**config.mk**
```make
export PLATFORM = sky130hd
export DESIGN_NAME = ahb_xfer_capture
export DESIGN_NICKNAME = d
export VERILOG_FILES = /design/src/rtl/ahb_xfer_capture.sv
export SDC_FILE = /design/constraint.sdc
export NUM_CORES = 1
export LEC_CHECK = 0
export ABC_AREA = 1
export CAP_MARGIN = 10
export CORE_UTILIZATION = 40
export CTS_BUF_LIST = sky130_fd_sc_hd__clkbuf_2 sky130_fd_sc_hd__clkbuf_4 sky130_fd_sc_hd__clkbuf_8
export CTS_CLUSTER_SIZE = 30
export DETAILED_ROUTE_END_ITERATION = 16
export MAX_ROUTING_LAYER = met4
export SLEW_MARGIN = 10
export SYNTH_ARGS = -nofsm -noshare
export SYNTH_HDL_FRONTEND = slang
export SYNTH_SLANG_ARGS = --single-unit
```
**constraint.sdc**
```tcl
create_clock -name clock -period 9.9 [get_ports clock]
set_clock_uncertainty 0.1 [all_clocks]
set_input_delay 0.99 -clock clock [delete_from_list [all_inputs] [get_ports clock]]
set_output_delay 0.99 -clock clock [all_outputs]
set_load 0.01 [all_outputs]
```
**src/rtl/ahb_xfer_capture.sv**
```systemverilog
// Passive AHB-Lite slave-port monitor: pairs address and data phases, checks
// burst/response protocol and queues completed transfer records in a FWFT FIFO.
module ahb_xfer_capture #(
  parameter int ADDR_WIDTH = 32,
  parameter int DATA_WIDTH = 32,
  parameter int FIFO_DEPTH = 8
) (
  input  logic                          clock,
  input  logic                          reset,
  input  logic                          hsel,
  input  logic [ADDR_WIDTH-1:0]         haddr,
  input  logic [1:0]                    htrans,
  input  logic                          hwrite,
  input  logic [2:0]                    hsize,
  input  logic [2:0]                    hburst,
  input  logic [DATA_WIDTH-1:0]         hwdata,
  input  logic [DATA_WIDTH-1:0]         hrdata,
  input  logic                          hready,
  input  logic                          hresp,
  output logic                          rec_valid,
  input  logic                          rec_ready,
  output logic [ADDR_WIDTH-1:0]         rec_addr,
  output logic [DATA_WIDTH-1:0]         rec_data,
  output logic                          rec_write,
  output logic [2:0]                    rec_size,
  output logic                          rec_resp,
  output logic                          rec_perr,
  output logic [$clog2(FIFO_DEPTH):0]   fifo_count,
  output logic [15:0]                   drop_count,
  output logic                          proto_err
);

  localparam int PW    = $clog2(FIFO_DEPTH);
  localparam int CW    = PW + 1;
  localparam int REC_W = ADDR_WIDTH + DATA_WIDTH + 7;
  localparam logic [CW-1:0] DEPTH_C  = CW'(FIFO_DEPTH);
  localparam logic [2:0]    MAX_SIZE = 3'($clog2(DATA_WIDTH / 8));

  localparam logic [1:0] S_IDLE = 2'd0;
  localparam logic [1:0] S_DATA = 2'd1;
  localparam logic [1:0] S_ERR  = 2'd2;

  logic [1:0]            r_state, w_state_next;
  logic [ADDR_WIDTH-1:0] r_paddr;
  logic                  r_pwrite, r_pperr;
  logic [2:0]            r_psize;

  logic                  r_open;
  logic [ADDR_WIDTH-1:0] r_prev;
  logic [2:0]            r_bburst, r_bsize;
  logic                  r_bwrite;
  logic [4:0]            r_beats;

  logic [REC_W-1:0]      r_mem [FIFO_DEPTH];
  logic [PW-1:0]         r_wptr, r_rptr;
  logic [CW-1:0]         r_count;
  logic [15:0]           r_drop;
  logic                  r_proto;

  logic                  w_accept, w_is_seq, w_size_err, w_seq_err, w_perr_cand;
  logic                  w_fixed, w_wrap;
  logic [4:0]            w_len;
  logic [ADDR_WIDTH-1:0] w_incr, w_mask, w_expect;
  logic                  w_complete, w_resp, w_cperr, w_viol;
  logic [DATA_WIDTH-1:0] w_data;
  logic                  w_full, w_push, w_pop;
  logic [REC_W-1:0]      w_rec, w_head;

  assign w_accept = hsel & htrans[1] & hready;
  assign w_is_seq = (htrans == 2'b11);

  // Burst length and address expectation derive from the burst's opening beat.
  always_comb begin
    w_len = 5'd0;
    case (r_bburst)
      3'd2, 3'd3: w_len = 5'd4;
      3'd4, 3'd5: w_len = 5'd8;
      3'd6, 3'd7: w_len = 5'd16;
      default:    w_len = 5'd0;
    endcase
  end

  assign w_fixed  = (r_bburst >= 3'd2);
  assign w_wrap   = w_fixed & ~r_bburst[0];
  assign w_incr   = r_prev + (ADDR_WIDTH'(1) << r_bsize);
  assign w_mask   = (ADDR_WIDTH'(w_len) << r_bsize) - ADDR_WIDTH'(1);
  assign w_expect = w_wrap ? ((r_prev & ~w_mask) | (w_incr & w_mask)) : w_incr;

  assign w_size_err = (hsize > MAX_SIZE);
  assign w_seq_err  = ~r_open | (r_bburst == 3'd0) | (w_fixed & (r_beats >= w_len)) |
                      (haddr != w_expect) | (hburst != r_bburst) |
                      (hwrite != r_bwrite) | (hsize != r_bsize);
  assign w_perr_cand = w_size_err | (w_is_seq & w_seq_err);

  always_comb begin
    w_state_next = r_state;
    w_complete   = 1'b0;
    w_resp       = 1'b0;
    w_cperr      = 1'b0;
    w_viol       = 1'b0;
    case (r_state)
      S_IDLE: if (w_accept) w_state_next = S_DATA;
      S_DATA: begin
        if (hready) begin
          w_complete   = 1'b1;
          w_resp       = hresp;
          w_cperr      = r_pperr | hresp;
          w_viol       = hresp;
          w_state_next = w_accept ? S_DATA : S_IDLE;
        end else if (hresp) begin
          w_state_next = S_ERR;
        end
      end
      S_ERR: begin
        // Second ERROR cycle must keep hresp high; OKAY here is a violation.
        if (hready) begin
          w_complete   = 1'b1;
          w_resp       = 1'b1;
          w_cperr      = r_pperr | ~hresp;
          w_viol       = ~hresp;
          w_state_next = w_accept ? S_DATA : S_IDLE;
        end else if (!hresp) begin
          w_viol = 1'b1;
        end
      end
      default: w_state_next = S_IDLE;
    endcase
  end

  assign w_data = r_pwrite ? hwdata : hrdata;
  assign w_rec  = {r_paddr, w_data, r_pwrite, r_psize, w_resp, w_cperr};

  assign w_full = (r_count == DEPTH_C);
  assign w_pop  = (r_count != '0) & rec_ready;
  assign w_push = w_complete & (~w_full | w_pop);

  always_ff @(posedge clock) begin
    if (reset) begin
      r_state  <= S_IDLE;
      r_paddr  <= '0;
      r_pwrite <= 1'b0;
      r_psize  <= 3'd0;
      r_pperr  <= 1'b0;
      r_open   <= 1'b0;
      r_prev   <= '0;
      r_bburst <= 3'd0;
      r_bsize  <= 3'd0;
      r_bwrite <= 1'b0;
      r_beats  <= 5'd0;
      r_wptr   <= '0;
      r_rptr   <= '0;
      r_count  <= '0;
      r_drop   <= 16'd0;
      r_proto  <= 1'b0;
    end else begin
      r_state <= w_state_next;
      if (w_accept) begin
        r_paddr  <= haddr;
        r_pwrite <= hwrite;
        r_psize  <= hsize;
        r_pperr  <= w_perr_cand;
      end else if (r_state == S_ERR && w_viol) begin
        r_pperr <= 1'b1;
      end

      if (w_accept) begin
        r_prev <= haddr;
        if (!w_is_seq) begin
          r_open   <= 1'b1;
          r_beats  <= 5'd1;
          r_bburst <= hburst;
          r_bsize  <= hsize;
          r_bwrite <= hwrite;
        end else if (r_beats != 5'h1f) begin
          r_beats <= r_beats + 5'd1;
        end
      end else if (hsel && hready && htrans == 2'b00) begin
        r_open <= 1'b0;
      end

      if (w_push) r_wptr <= r_wptr + PW'(1);
      if (w_pop)  r_rptr <= r_rptr + PW'(1);
      case ({w_push, w_pop})
        2'b10:   r_count <= r_count + CW'(1);
        2'b01:   r_count <= r_count - CW'(1);
        default: r_count <= r_count;
      endcase

      if (w_complete && w_full && !w_pop && r_drop != 16'hFFFF)
        r_drop <= r_drop + 16'd1;

      r_proto <= r_proto | (w_accept & w_perr_cand) | w_viol | (w_complete & w_cperr);
    end
  end

  always_ff @(posedge clock) begin
    if (w_push) r_mem[r_wptr] <= w_rec;
  end

  assign rec_valid  = (r_count != '0);
  assign w_head     = rec_valid ? r_mem[r_rptr] : '0;
  assign {rec_addr, rec_data, rec_write, rec_size, rec_resp, rec_perr} = w_head;
  assign fifo_count = r_count;
  assign drop_count = r_drop;
  assign proto_err  = r_proto;

endmodule

```
# ---- Yosys cells after proc, flatten, opt, wreduce, memory -nomap -nowiden
# Memories as Yosys holds them, arrays and structs flattened. A register that Yosys moved wholly into a read port is not among the register bits.
# Cells that the tools add are included.
dict set report word_totals {
  word_cells 137
  in_bits 111
  ram_bits 560
  mem_count 1
  ff_bits 79
  output_inout_bits 92
}
# memory depth width rd rd_clocked_by_memory_dff write_ports line_no
set mem_list {}
lappend mem_list {r_mem 8 70 1 1 1 54} ;# logic [REC_W-1:0] r_mem [FIFO_DEPTH];
dict set report classes {
  bitwise 31
  n_lt_le_gt_ge 3
  n_shift 2
  reduce_logical 22
  mux 32
  n_eq_ne 23
  n_addsub 8
}
# op n
set ops {}
lappend ops {{$mux 70} 1}
lappend ops {{$and 32x32->32} 2}
lappend ops {{$mux 32} 2}
lappend ops {{$add 32x32->32} 1}
lappend ops {{$ne 32x32->1} 1}
lappend ops {{$not 32->32} 1}
lappend ops {{$or 32x32->32} 1}
lappend ops {{$shl 1x3->32 const A} 1}
lappend ops {{$shl 5x3->32} 1}
lappend ops {{$sub 32x1->32 const B} 1}
lappend ops {{$add 16x1->16 const B} 1}
lappend ops {{$ne 16x16->1 const B} 1}
lappend ops {{$mux 1} 15}
lappend ops {{$pmux 5 s3} 1}
lappend ops {{$or 1x1->1} 13}
lappend ops {{$eq 3x3->1 const B} 4}
lappend ops {{$mux 5} 2}
lappend ops {{$and 1x1->1} 9}
lappend ops {{$mux 2} 4}
lappend ops {{$pmux 4 s2} 1}
lappend ops {{$reduce_or 2->1} 4}
lappend ops {{$add 3x1->3 const B} 2}
lappend ops {{$eq 2x2->1 const B} 3}
lappend ops {{$eq 3x2->1 const B} 2}
lappend ops {{26 further kinds} 47}

# ---- Depth between registers and ports, before layout
dict set report logic_depth {
  depth_word 20
  depth_mapped 28
  ltp_nobuf 28
}

# ---- Worst setup path before layout
# Ideal clock, no wire load.
dict set report synth_timing {
  path_kind {input to register}
  startpoint {in rec_ready}
  endpoint {mem r_mem[1][0] in the netlist's numbering, enable pin}
  path_slack_ns 4.648
  path_buffers 0
  setup_ns 0.498
  required_time_ns 9.302
  arrival_ns 4.654
  cell_stages 8
  path_cell_list {nand2_1 -> nand4_1 -> inv_1 -> nor2_1 -> inv_1 -> nor2_1 -> inv_1 -> nor2_1}
}
dict set report synth_via {
  elab_chain_len 5
}
# item line_no
set synth_rtl {}
lappend synth_rtl {{start, declared} 21} ;# input logic rec_ready,
lappend synth_rtl {{$and 1x1->1} 134} ;# assign w_pop = (r_count != '0) & rec_ready;
lappend synth_rtl {{$or 1x1->1} 135} ;# assign w_push = w_complete & (~w_full | w_pop);
lappend synth_rtl {{$and 1x1->1} 135}
lappend synth_rtl {{$mux 1} 197} ;# if (w_push) r_mem[r_wptr] <= w_rec;
lappend synth_rtl {{$mux 1 (implied by the code)} 197}
lappend synth_rtl {{end, declared} 54}
# Every way passes these cells.

==> impl_table.tex <==
\begin{tabular}{lr}
\hline
Metric & Value \\
\hline
\multicolumn{2}{l}{\textbf{Die}} \\
Number of placed I/O pins & 203 \\
Placeable Area & 67800 um\^{}2 \\
Effective utilization at floorplan & between 40 and 50\% \\
Horizontal die dimension & 265 um \\
Row cnt & 95 \\
Die Y-Extent & 265 um \\
Die Footprint & 70000 um\^{}2 \\
\multicolumn{2}{l}{\textbf{Power}} \\
Proportion of power drawn by combinational gates & 30.3\% \\
Clk pwr share & 30.6\% \\
Share of total power in sequential cells & between 30\% and 40\% \\
Net switching component of the power & 0.00263 W \\
Static leakage power & 11.5 nW \\
Max rail drop VDD & approximately 0.16 mV \\
Int Pwr & 0.00532 W \\
Net switching share of the total power & about a third \\
Power density normalized to cell area & 243 nW/um\^{}2 \\
\multicolumn{2}{l}{\textbf{STA}} \\
Setup repair after global routing missed its margin & false \\
Number of slew-limit violations in the final report & 0 \\
Setup TNS & 0 ps \\
Final setup viols & 0 \\
Total count of hold-check failures in the final report & 0 \\
PnR worst setup slack & 4020 ps \\
Worst slew margin & 29.8\% \\
Highest Clock Rate & 170 MHz \\
Final period utilization & between 50\% and 60\% \\
Time the final worst path needs with I/O delays and setup & 5880 ps \\
Slew at the pin with the worst max-slew slack & 1050 ps \\
\multicolumn{2}{l}{\textbf{Drt}} \\
Number of vias per cell & approximately 5.4 \\
Routed wire length & 73800 um \\
Total via count in the routed design & 20200 \\
Top metal layer carrying routed signals & met4 \\
Drt initial violations & 1622 \\
DRC errors left & 0 \\
Post-DR wirelength/cell & 19.7 um \\
Metal1 wirelength & 33000 um \\
Met3 routed WL & between 3000 and 4000 um \\
Amount of wire on met2 after detailed routing & 35100 um \\
Post-DRT Antenna Nets & 0 \\
First-pass detailed-route iteration total & 5 \\
\multicolumn{2}{l}{\textbf{Placed design}} \\
Number of port buffers & approximately 200 \\
Total half-perimeter wirelength after legalization and detailed placement & between 40000 and 50000 um \\
Post-Place Worst Slack & approximately 4900 ps \\
Gpl congestion & 0.888 \\
\multicolumn{2}{l}{\textbf{Run}} \\
Number of max-capacitance violations reported & 0 \\
\multicolumn{2}{l}{\textbf{Synthesis}} \\
Post-synth net total & 2726 \\
Sequential element share of the synthesized area & 66.9\% \\
Area share of the leading cell type in the synthesized netlist & 60.9\% \\
Share of synthesized flip-flops with an asynchronous set or reset & 0\% \\
Post-synthesis cell area & 27600 um\^{}2 \\
Dominant cells by area after synthesis & sky130\_fd\_sc\_hd\_\_edfxtp\_1 (61\%), sky130\_fd\_sc\_hd\_\_o21ai\_0 (7.4\%), sky130\_fd\_sc\_hd\_\_nor2\_1 (6.7\%), sky130\_fd\_sc\_hd\_\_dfxtp\_1 (5.9\%), sky130\_fd\_sc\_hd\_\_nand2\_1 (4.4\%) \\
Mapped Avg Cell Area & 10.7 um\^{}2 \\
Synth warnings & 0 \\
Synthesized flop and latch total & 642 \\
Synth Flop Type & sky130\_fd\_sc\_hd\_\_edfxtp\_1 \\
Most area-hungry cell type in the Yosys netlist & sky130\_fd\_sc\_hd\_\_edfxtp\_1 \\
Number of instances in the synthesized netlist & 2587 \\
Count of cell types in the netlist & 49 \\
EDFF count, synth & 560 \\
\multicolumn{2}{l}{\textbf{Clock network}} \\
Clock latency at the later pin of the worst-skew pair & 700 ps \\
Buffer count from post-CTS setup fixing & 0 \\
Post-cts sizing count & 0 \\
CTS tree & yes \\
Longest Clk Path Bufs & 3 \\
Root Buffer Master & sky130\_fd\_sc\_hd\_\_clkbuf\_8 \\
Worst-path clk slew & $\sim$60 ps \\
\# hold bufs at CTS & 0 \\
Count of H-tree levels built during CTS & 3 \\
\# clock sinks & about 640 \\
CTS buffer count & 108 \\
\multicolumn{2}{l}{\textbf{Worst setup path}} \\
Worst r2r src & fifo\_count[0] \\
Worst setup SP type & flop \\
Data arrival time of the worst path & approximately 4800 ps \\
Critical path type & reg -> out \\
Worst-path fanout max & 97 \\
Data required time at the worst endpoint & 8810 ps \\
Element type at the critical path end & output port \\
\multicolumn{2}{l}{\textbf{Final layout}} \\
Layout Area Growth over Synthesis & 18.5\% \\
Layout cells sized above 1 & 8.80\% \\
Fraction of the core area covered by cells at the end of the flow & 48.3\% \\
Nets & 2926 \\
Fill count & 6094 \\
\multicolumn{2}{l}{\textbf{GRT}} \\
Total congestion overflow after global routing & 0 \\
Via count of the first global-routing pass & 20000 \\
Antenna violations before repair & 2 \\
Pin count of the biggest net entering global routing & roughly 110 \\
Wire length of the first global-routing pass & about 110000 um \\
Total routing resource utilization after global routing & between 20\% and 30\% \\
\multicolumn{2}{l}{\textbf{Worst hold path}} \\
Class of the worst hold path & reg -> reg \\
Hold path startpoint & r\_rptr[2] \\
\multicolumn{2}{l}{\textbf{Run status}} \\
Outcome & finished, final reports clean \\
\hline
\end{tabular}
==> per-layer routing <==
| layer | up-vias | global-route usage [%] |
|---|---|---|
| met3 | 146 | 3.15 |
| met2 | 608 | 35.0 |
| met4 | 0 | 7.32 |
| met5 | - | - |
| li1 | 9569 | - |
| met1 | 9866 | 27.6 |
==> power groups by stage <==
stage	Combinational [W]	Sequential (W)	Clock, W
6_report	0.00241	0.00310	0.00243
3_3_place_gp	0.00240	0.00316	0
5_1_grt	0.00266	0.00311	0.00261
3_5_place_dp	0.00242	0.00316	0
2_1_floorplan	0.00136	0.00312	0
4_1_cts	0.00244	0.00310	0.00250
==> critical path, stage by stage, from the launching register on <==
cell and delay (ps):
sky130_fd_sc_hd__dfxtp_4 700, sky130_fd_sc_hd__buf_4 860, sky130_fd_sc_hd__buf_4 650, sky130_fd_sc_hd__o21ai_0 190, sky130_fd_sc_hd__o22ai_1 200, sky130_fd_sc_hd__o21ai_0 90
sky130_fd_sc_hd__a31oi_1 580, sky130_fd_sc_hd__clkdlybuf4s50_1 680
==> sequential cells by signal, indices dropped and copies added (netlist names), 4 cells and up, named ones only <==
register    cells
r_mem         560
r_prev         32
drop_count     16
r_beats         5
fifo_count      4
==> synth_stat cells (all sizes together) (18+ instances only) <==
library cell,number
a21oi,82
a31oi,75
clkbuf,132
dfxtp,82
edfxtp,560
ha,26
inv,129
nand2,328
nand3,73
nand4,18
nor2,498
nor3,23
o21ai,412
o22ai,71
xor2,20
==> cells in the final DEF (no fill, tap or decap), types with 5 or more instances in the layout <==
cell,n
sky130_fd_sc_hd__xor2_1,20
sky130_fd_sc_hd__bufinv_16,6
sky130_fd_sc_hd__a21oi_1,81
sky130_fd_sc_hd__nand4_1,18
sky130_fd_sc_hd__nor2_2,5
sky130_fd_sc_hd__clkdlybuf4s50_1,202
sky130_fd_sc_hd__o22ai_1,71
sky130_fd_sc_hd__nor3_1,23
sky130_fd_sc_hd__ha_1,26
sky130_fd_sc_hd__nand2_1,324
sky130_fd_sc_hd__nor2_1,484
sky130_fd_sc_hd__inv_1,122
sky130_fd_sc_hd__clkbuf_4,41
sky130_fd_sc_hd__edfxtp_1,560
sky130_fd_sc_hd__clkinv_2,11
sky130_fd_sc_hd__nand3_2,11
sky130_fd_sc_hd__nor2_4,9
sky130_fd_sc_hd__buf_4,30
sky130_fd_sc_hd__dfxtp_1,79
sky130_fd_sc_hd__clkbuf_8,114
sky130_fd_sc_hd__xnor2_1,7
sky130_fd_sc_hd__nand3b_1,8
sky130_fd_sc_hd__nand3_1,62
sky130_fd_sc_hd__a31oi_1,75
sky130_fd_sc_hd__nor4_1,5
sky130_fd_sc_hd__clkinv_1,23
sky130_fd_sc_hd__o21ai_0,409
==> kinds of logic after synthesis <==
kind of cell / after synthesis / synth area share [%]
adder cells (fa/ha/maj): 28 / 1.32
AO/OA/AOI/OAI: 653 / 12.7
XOR/XNOR: 28 / 0.939
multiplexers: 1 / 0.0408
buffers and inverters: 274 / 3.87
flip-flops: 642 / 66.9
AND/OR/NAND/NOR: 961 / 14.3
==> per-stage QoR <==
stage | instances | instance area (um^2) | total power (W) | hold WS, ps
final | 3750 | 32700 | 0.00795 | 374
after global routing | 3750 | 32700 | 0.00838 | 395
after CTS | 3748 | 32700 | 0.00804 | 377
after detailed placement | 3550 | 30400 | 0.00558 | 368
after global placement | 3550 | 30400 | 0.00556 | 353
after floorplan | 2587 | 27600 | 0.00448 | 333
==> final timing paths <==
check,end,slack [ps],cells past startpoint
max,rec_addr[15],4020,7
min,r_rptr[2],370,2
max reg2reg,r_mem[0][43],5770,9
min reg2reg,r_rptr[2],370,2
==> layout make-up <==
cell class              instances  area, um^2  area share (%)
flip-flops and latches        642       18500            56.5
clock buffers                 155        1880            5.74
clock inverters                43         370            1.13
multi-input cells            1671        8130            24.9
diodes                          2        5.00          0.0153
inverters                     132         508            1.55
well taps                     873        1090            3.34
repair buffers                232        2250            6.87
Power figures use the tool's default switching activity.
